File: src/rtl/sev_seg_pkg.sv
// Shared types, code constants and segment decode for the 7-segment scan controller.
// Segment patterns are active-low, ordered {a,b,c,d,e,f,g} with bit 6 = a.
package sev_seg_pkg;

  typedef logic [3:0] digit_code_t;

  localparam digit_code_t CODE_DASH  = 4'd10;
  localparam digit_code_t CODE_BLANK = 4'd15;

  typedef enum logic {BLANK, DRIVE} scan_state_t;

  function automatic logic [6:0] seg_decode(input digit_code_t code);
    logic [6:0] seg;
    case (code)
      4'd0:      seg = 7'b0000001;
      4'd1:      seg = 7'b1001111;
      4'd2:      seg = 7'b0010010;
      4'd3:      seg = 7'b0000110;
      4'd4:      seg = 7'b1001100;
      4'd5:      seg = 7'b0100100;
      4'd6:      seg = 7'b1100000;
      4'd7:      seg = 7'b0001111;
      4'd8:      seg = 7'b0000000;
      4'd9:      seg = 7'b0001100;
      CODE_DASH: seg = 7'b1111110;
      default:   seg = 7'b1111111;
    endcase
    return seg;
  endfunction

endpackage

File: src/rtl/sev_seg_refresh_tick.sv
// Free-running prescaler 0..DIV-1: wrap flags the last count, blank_done flags count BLANK_LEN-1.
// Used for the digit slot timer and, when blinking is built in, for the blink phase timer.
module sev_seg_refresh_tick
  import sev_seg_pkg::*;
#(
  parameter int DIV       = 8,
  parameter int BLANK_LEN = 2,
  localparam int W        = (DIV > 1) ? $clog2(DIV) : 1
) (
  input  logic         clk,
  input  logic         rst,
  output logic [W-1:0] cnt,
  output logic         wrap,
  output logic         blank_done
);

  localparam logic [W-1:0] LAST       = W'(DIV - 1);
  localparam logic [W-1:0] BLANK_LAST = W'(BLANK_LEN - 1);

  always_ff @(posedge clk) begin
    if (rst)       cnt <= '0;
    else if (wrap) cnt <= '0;
    else           cnt <= cnt + W'(1);
  end

  assign wrap       = (cnt == LAST);
  assign blank_done = (cnt == BLANK_LAST);

endmodule

File: src/rtl/sev_seg_scan_ctrl.sv
// Multiplexed scan controller for an N_DIG common-anode 7-segment display with anti-ghost blanking.
// Optional digit blinking is built in when SEV_SEG_BLINK_EN is defined.
//
//   state | meaning
//   BLANK | start of a digit slot, all anodes off while the previous digit's charge decays
//   DRIVE | anode of the current slot on, segments show its active code
module sev_seg_scan_ctrl
  import sev_seg_pkg::*;
#(
  parameter int N_DIG     = 4,
  parameter int TICK_DIV  = 100000,
  parameter int BLANK_CYC = 16
`ifdef SEV_SEG_BLINK_EN
  ,
  parameter int BLINK_DIV = 25_000_000
`endif
) (
  input  logic               clk,
  input  logic               rst,
  input  logic [4*N_DIG-1:0] digits_in,
  input  logic [N_DIG-1:0]   dp_in,
  input  logic               load,
  input  logic               blank_lz,
`ifdef SEV_SEG_BLINK_EN
  input  logic [N_DIG-1:0]   blink_mask,
`endif
  output logic [N_DIG-1:0]   an_out,
  output logic [6:0]         seg_out,
  output logic               dp_out,
  output logic               frame_st
);

  localparam int CW = (TICK_DIV > 1) ? $clog2(TICK_DIV) : 1;
  localparam int IW = (N_DIG > 1) ? $clog2(N_DIG) : 1;
  localparam logic [IW-1:0] IDX_LAST = IW'(N_DIG - 1);

  logic [CW-1:0] tick_cnt;
  logic          tick_wrap;
  logic          tick_blank_done;
  logic          unused_tick;
  logic [IW-1:0] idx;
  logic          frame_wrap;
  logic          blink_off;
  scan_state_t   state_q, state_d;

  digit_code_t [N_DIG-1:0] pend_code, act_code;
  logic [N_DIG-1:0]        pend_dp, act_dp;
  logic [N_DIG-1:0]        lz_blank;
  logic                    all_zero;
  digit_code_t             shown;
  logic [N_DIG-1:0]        an_d;
  logic [6:0]              seg_d;
  logic                    dp_d;

  sev_seg_refresh_tick #(.DIV(TICK_DIV), .BLANK_LEN(BLANK_CYC)) u_slot_tick (
    .clk        (clk),
    .rst        (rst),
    .cnt        (tick_cnt),
    .wrap       (tick_wrap),
    .blank_done (tick_blank_done)
  );

  assign unused_tick = ^tick_cnt;
  assign frame_wrap  = tick_wrap && (idx == IDX_LAST);

`ifdef SEV_SEG_BLINK_EN
  localparam int BW = (BLINK_DIV > 1) ? $clog2(BLINK_DIV) : 1;
  logic [BW-1:0] blink_cnt;
  logic          blink_wrap, blink_unused_done, blink_phase, unused_blink;

  sev_seg_refresh_tick #(.DIV(BLINK_DIV), .BLANK_LEN(1)) u_blink_tick (
    .clk        (clk),
    .rst        (rst),
    .cnt        (blink_cnt),
    .wrap       (blink_wrap),
    .blank_done (blink_unused_done)
  );

  assign unused_blink = ^{blink_cnt, blink_unused_done};

  always_ff @(posedge clk) begin
    if (rst)             blink_phase <= 1'b1;
    else if (blink_wrap) blink_phase <= ~blink_phase;
  end

  assign blink_off = ~blink_phase & blink_mask[idx];
`else
  assign blink_off = 1'b0;
`endif

  // A digit is a leading zero when it and every more significant active code are zero.
  always_comb begin
    lz_blank = '0;
    all_zero = 1'b1;
    for (int k = N_DIG - 1; k > 0; k--) begin
      all_zero    = all_zero & (act_code[k] == 4'd0);
      lz_blank[k] = blank_lz & all_zero;
    end
  end

  always_comb begin
    state_d = state_q;
    an_d    = '1;
    seg_d   = 7'h7F;
    dp_d    = 1'b1;
    shown   = act_code[idx];
    case (state_q)
      BLANK: if (tick_blank_done) state_d = DRIVE;
      DRIVE: begin
        if (tick_wrap) state_d = BLANK;
        an_d[idx] = 1'b0;
        if (lz_blank[idx]) shown = CODE_BLANK;
        if (!blink_off) begin
          seg_d = seg_decode(shown);
          dp_d  = ~act_dp[idx];
        end
      end
      default: state_d = BLANK;
    endcase
  end

  // Active codes only change at frame wrap so a frame never mixes old and new digits.
  always_ff @(posedge clk) begin
    if (rst) begin
      state_q   <= BLANK;
      idx       <= '0;
      pend_code <= {N_DIG{CODE_BLANK}};
      act_code  <= {N_DIG{CODE_BLANK}};
      pend_dp   <= '0;
      act_dp    <= '0;
      an_out    <= '1;
      seg_out   <= 7'h7F;
      dp_out    <= 1'b1;
      frame_st  <= 1'b0;
    end else begin
      state_q <= state_d;
      if (tick_wrap) idx <= frame_wrap ? '0 : idx + IW'(1);
      if (load) begin
        pend_code <= digits_in;
        pend_dp   <= dp_in;
      end
      if (frame_wrap) begin
        act_code <= pend_code;
        act_dp   <= pend_dp;
      end
      an_out   <= an_d;
      seg_out  <= seg_d;
      dp_out   <= dp_d;
      frame_st <= frame_wrap;
    end
  end

endmodule
File: config.mk
export PLATFORM = sky130hd
export DESIGN_NAME = sev_seg_scan_ctrl
export DESIGN_NICKNAME = d
export VERILOG_FILES = /design/src/rtl/sev_seg_pkg.sv /design/src/rtl/sev_seg_refresh_tick.sv /design/src/rtl/sev_seg_scan_ctrl.sv
export SDC_FILE = /design/constraint.sdc
export NUM_CORES = 1
export LEC_CHECK = 0
export BUFFER_PORTS_ARGS = -buffer_cell sky130_fd_sc_hd__buf_4
export CAP_MARGIN = 15
export CORE_MARGIN = 5
export CORE_UTILIZATION = 50
export CTS_CLUSTER_DIAMETER = 100
export DETAILED_ROUTE_END_ITERATION = 6
export PLACE_DENSITY_LB_ADDON = 0.2
export SYNTH_ARGS = -nofsm -noshare
export SYNTH_HDL_FRONTEND = slang
export SYNTH_SLANG_ARGS = --single-unit
File: constraint.sdc
create_clock -name clk -period 6 [get_ports clk]
set_input_delay 0.6 -clock clk [delete_from_list [all_inputs] [get_ports clk]]
set_output_delay 0.6 -clock clk [all_outputs]
set_load 0.05 [all_outputs]
# == Word level (Yosys, flattened, before mapping) ==
# Memory sizes are Yosys's and may differ from the RTL's. A register that Yosys moved wholly into a read port is not among the register bits.
# Index checks and enable logic that the tools add are counted.
# op_classes
order_cmp,2
n_addsub,2
bitwise,8
n_mux,14
reduce_logical,7
n_eq_ne,3
# ops
operator,n
"adder 17 x 1 -> 17 bit, second input constant",1
"equality test 17 bit, second input constant",1
"equality test 17 x 4 -> 1 bit, second input constant",1
logical NOT 4 bit,3
two-way mux 4 bit,3
binary-select mux 4 bit (select 2 bit),1
bitwise AND 1 bit,5
two-way mux 1 bit,5
binary-select mux 1 bit (select 2 bit),2
NOT 4 bit,1
OR reduction 2 bit,2
"less-than comparator 2 x 3 -> 1 bit, second input constant",1
"adder 2 x 1 -> 2 bit, second input constant",1
demux 1 bit (select 2 bit),1
"equality test 2 bit, second input constant",1
">= comparator 2 x 1 -> 1 bit, second input constant",1
logical AND 1 bit,2
two-way mux 2 bit,1
NOT 1 bit,2
case mux 1 bit (2 select lines),1
# totals
rom_bits,112
input_bits,24
n_memories,1
reg_bits,66
# memory_table
name,words,width,read_ports,rd_clocked_by_memory_dff,wr,line_no,source
(no name shown),16,7,1,1,0,sev_seg_pkg.sv:14,case (code)

# == Logic depth before layout (Yosys ltp) ==
# depth
ltp_word,8
depth_mapped,10

# == Cells and area by module ==
# From an unflattened synthesis, not the netlist that was laid out.
# unflattened
hier_cells,294
area_unflattened_um2,3036.7
# modules_own_cells
mod,cells_per_inst,area_each_um2,n_inst
sev_seg_scan_ctrl,203,2239.6,1
sev_seg_refresh_tick,91,797.0,1

# == Worst setup path before layout ==
# No wires, ideal clock.
# synth_path
kind,reg2reg
from,reg idx[0]
to,reg seg_out[3]
path_stages_with_launch,10
synth_period_minus_slack_ns,2.317
n_path_buf,1
setup_ns,0.127
path_slack_ns,3.683
arrival_ns,2.190
cell_sequence,dfxtp_1 buf_4 mux4_2 nor2_1 inv_1 ha_1 or2_2 o21a_1 o21ai_0 nand2_1
# synth_between
elab_chain_len,4
# synth_lines
element,line_no,source
"start, declared",sev_seg_scan_ctrl.sv:41,logic [IW-1:0] idx;
"start signal, assigned",sev_seg_scan_ctrl.sv:137,if (tick_wrap) idx <= frame_wrap ? '0 : idx + IW'(1);
binary-select mux 4 bit (select 2 bit) or binary-select mux 1 bit (select 2 bit) (tied branches),"sev_seg_scan_ctrl.sv:106, sev_seg_scan_ctrl.sv:112",
two-way mux 4 bit (implied by the code) or two-way mux 1 bit (tied branches),"sev_seg_scan_ctrl.sv:106, sev_seg_scan_ctrl.sv:112",
two-way mux 4 bit *,sev_seg_scan_ctrl.sv:112,if (lz_blank[idx]) shown = CODE_BLANK;
two-way mux 4 bit *,sev_seg_scan_ctrl.sv:107,case (state_q)
"end, declared",sev_seg_scan_ctrl.sv:28,"output logic [6:0] seg_out,"
# Every way passes the cells marked *; elsewhere a longest branch is shown, timed or not. The select of a mux whose other input is x is not followed.
# A chain may end at the register's enable or synchronous reset.

# == Worst setup path after layout ==
# Same ends and word-level chain as after synthesis.

==> impl_metrics.tcl <==
set metrics [dict create \
    status "finished clean" \
    clock_sinks 73 \
    cts_setup_buffers 0 \
    synth_xor_area_frac 0.0454 \
    io_pins 37 \
    synth_compound_area_frac 0.0835 \
    period_share 0.438 \
    wl_per_cell_um 12.5 \
    final_nets 394 \
    holdCritPathClass "flop to flop" \
    setup.worst_path.end "seg_out[3]" \
    fin_cells 439 \
    synth_area_leaders "dfxtp_1 (47%), nand2_1 (7.4%), a211o_1 (4.5%)" \
    seq_area_frac_synth 0.473 \
    yosysUniqueCellTypes 36 \
    path_clk_slew_ns 0.08 \
    synth_area_leader_cell "dfxtp_1" \
    die_width_um 88.6 \
    ys_ff_latch 73 \
    path_cells "mux4_2, nor2_1, inv_1, ha_1, or2_2, o21a_1, o21ai_0, nand2_1" \
    synth_top_family_by_area "simple AND/OR/NAND/NOR gates" \
    synth_adder_area_share 0.0405 \
    placedCellCount 424 \
    post-synth-top-count-cell "dfxtp_1" \
    rsz0062_at_grt "false" \
    maxCapViolations 0 \
    clk_latency_ns 0.34 \
    worst_path_max_delay_cell "dfxtp_1" \
    crit_type "flop to flop" \
    ys.flop_type "dfxtp_1" \
    setup_tns_ns 0 \
    worst_pin_slew_ns 0.745 \
    synth.area.mux_share 0.0596 \
    p_sw_mw 0.202 \
    ir_drop_mv 0.205 \
    design_area_mm2 0.00355 \
    synth_common_cells "dfxtp_1 (73), nand2_1 (61), nor2_1 (28), nor2b_1 (19)" \
    cp-end-kind "flop" \
    viasPerCell 5.14 \
    port_buffers 36 \
    antenna_found_initial 0 \
    fmaxAchievable_mhz 381 \
    grt-ovfl-total 0 \
    area_growth_pct 15.0 \
    cp_max_fo 14 \
    routed_wl_um 5510 \
    synth_simple_gate_area_frac 0.261 \
    setup_viol 0 \
    final_max_slew_viol_count 0 \
    h-tree-depth 3 \
    initial_core_util 0.518 \
    dp_hpwl_um 3740 \
    die_area_mm2 0.00785 \
    drive_gt1_frac 0.173 \
    min_period_ns 2.63 \
    grt_max_degree 47 \
    reg2reg_to "seg_out[3]" \
    critPathLaunchType "flop" \
    drc_errors 0 \
    coreArea_mm2 0.00596 \
    first_pass_iters 4 \
    drtIter0Drc 123 \
    grt.total_usage 0.160 \
    grt_first_pass_wirelength_um 9790 \
    swShare 0.222 \
    placed_cell_area_mm2 0.00336 \
    yosysTopAreaCellShare 0.473 \
    antenna_cells 0 \
    relSlewSlack 0.502 \
    syn_inst 331 \
    cts_tree "built" \
    power.leakage_nw 1.44 \
    post_cts_resize_count 0 \
    required_ns 6.23 \
    ys_async_sr_fraction 0 \
    reg2reg_slack_ns 3.37 \
    fin_skew_ns 0.00982 \
    yosysWarnings 0 \
    pwr-share-clk 0.408 \
    syn_area_mm2 0.00309 \
    comb_power_share 0.043 \
    syn-num-nets 365 \
    crit_start "idx[0]" \
    routabilityCongestion 0.883 \
    antenna_left 0 \
    vias 2256 \
    ctsLongestPathBuffers 2 \
    hold_violations 0 \
    synth_edf_count 0 \
    rows 28 \
    grt_pass1_vias 2196 \
    root_buffer "clkbuf_8" \
    fp.dieH_um 88.6 \
    cts_buffers 9 \
    power_density_mw_per_mm2 257 \
    cts_hold_buffers 0 \
    syn_area_per_cell_um2 9.33 \
    crit_arrival_ns 2.85 \
    r2r-start "idx[0]" \
    max_stage_delay_ns 0.70 \
    internal_power_mw 0.709 \
    reg2reg_depth 8 \
    pwr-share-seq 0.549 \
]
layout by cell type, fill, tap and decap left out, drive strengths merged, types with 2 or more instances in the layout:
master	Yosys	layout
a211o	16	16
a21oi	11	11
and3	7	7
and4	2	2
buf	8	36
clkbuf	10	9
clkinv	0	3
dfxtp	73	73
ha	10	10
inv	5	6
mux2i	6	6
mux4	5	5
nand2	62	62
nand2b	2	2
nand3	9	9
nand3b	16	16
nand4	3	3
nor2	28	28
nor2b	19	19
nor3	2	2
nor4	5	5
o21ai	5	5
o22ai	2	2
or2	2	2
or3	2	2
xnor2	8	8
xor2	8	8
cell type report:
cell class                 count  area [um2]
fill                         548        2400
multi-input combinational    235        1510
sequential                    73        1460
timing repair buffer          36         270
clock buffer                   9         124
tap                           75        93.8
clock inverter                 6        68.8
inverter                       5        18.8
metal layers:
metal	share of wire	GRT usage	vias to the layer above
li1	-	-	1185
met1	0.48	0.204	1011
met2	0.44	0.246	50
met3	0.065	0.0652	10
met4	0.015	0.0536	0
met5	0	0	-
worst min path at each step:
stage | from | endpoint | slack [ns] | depth (start not counted)
final | act_dp[0] | act_dp[0] | 0.45 | 2
after global routing | digits_in[4] | pend_code[4] | 0.42 | 2
after CTS | digits_in[9] | pend_code[9] | 0.43 | 2
after detailed placement | act_dp[0] | act_dp[0] | 0.45 | 2
after global placement | pend_code[13] | act_code[13] | 0.45 | 2
after floorplan | u_slot_tick.cnt[0] | u_slot_tick.cnt[0] | 0.43 | 1
per-stage QoR:
stage	hold WS [ns]	utilization	setup WS, ns	power (mW)
after floorplan	0.426	-	3.68	0.536
after global placement	0.445	0.564	3.50	0.551
after detailed placement	0.445	0.564	3.38	0.552
after CTS	0.432	0.596	3.37	0.926
after global routing	0.423	0.596	3.15	0.955
final	0.452	0.596	3.37	0.912
flip-flops by register name (all words and copies together) (netlist names), 2 cells and up:
name and cells:
seg_out 7, act_dp 4, pend_code 16, act_code 16, idx 2, u_slot_tick.cnt 17, pend_dp 4, an_out 4
logic make-up after synthesis:
kind of cell,count (synthesis)
AO/OA/AOI/OAI,37
multiplexers,12
flip-flops,73
adder cells (fa/ha/maj),10
buffers and inverters,23
AND/OR/NAND/NOR,160
XOR/XNOR,16
power groups by stage:
stage | clock network (mW) | logic (mW) | registers [mW]
floorplan | 0 | 0.0261 | 0.510
global placement | 0 | 0.0392 | 0.512
detailed placement | 0 | 0.0398 | 0.512
CTS | 0.386 | 0.0400 | 0.501
global route | 0.408 | 0.0446 | 0.502
finish | 0.371 | 0.0395 | 0.501
critical path: cells and delay by family, from the launching register on:
family / cells / cell delay (ns)
muxes: 1 / 0.61
AOI/OAI and AO/OA: 2 / 0.24
adders and majority gates: 1 / 0.20
buffers and inverters: 1 / 0.11
DFF: 1 / 0.70
and+or+nand+nor: 3 / 0.64
Power figures use the tool's default switching activity.
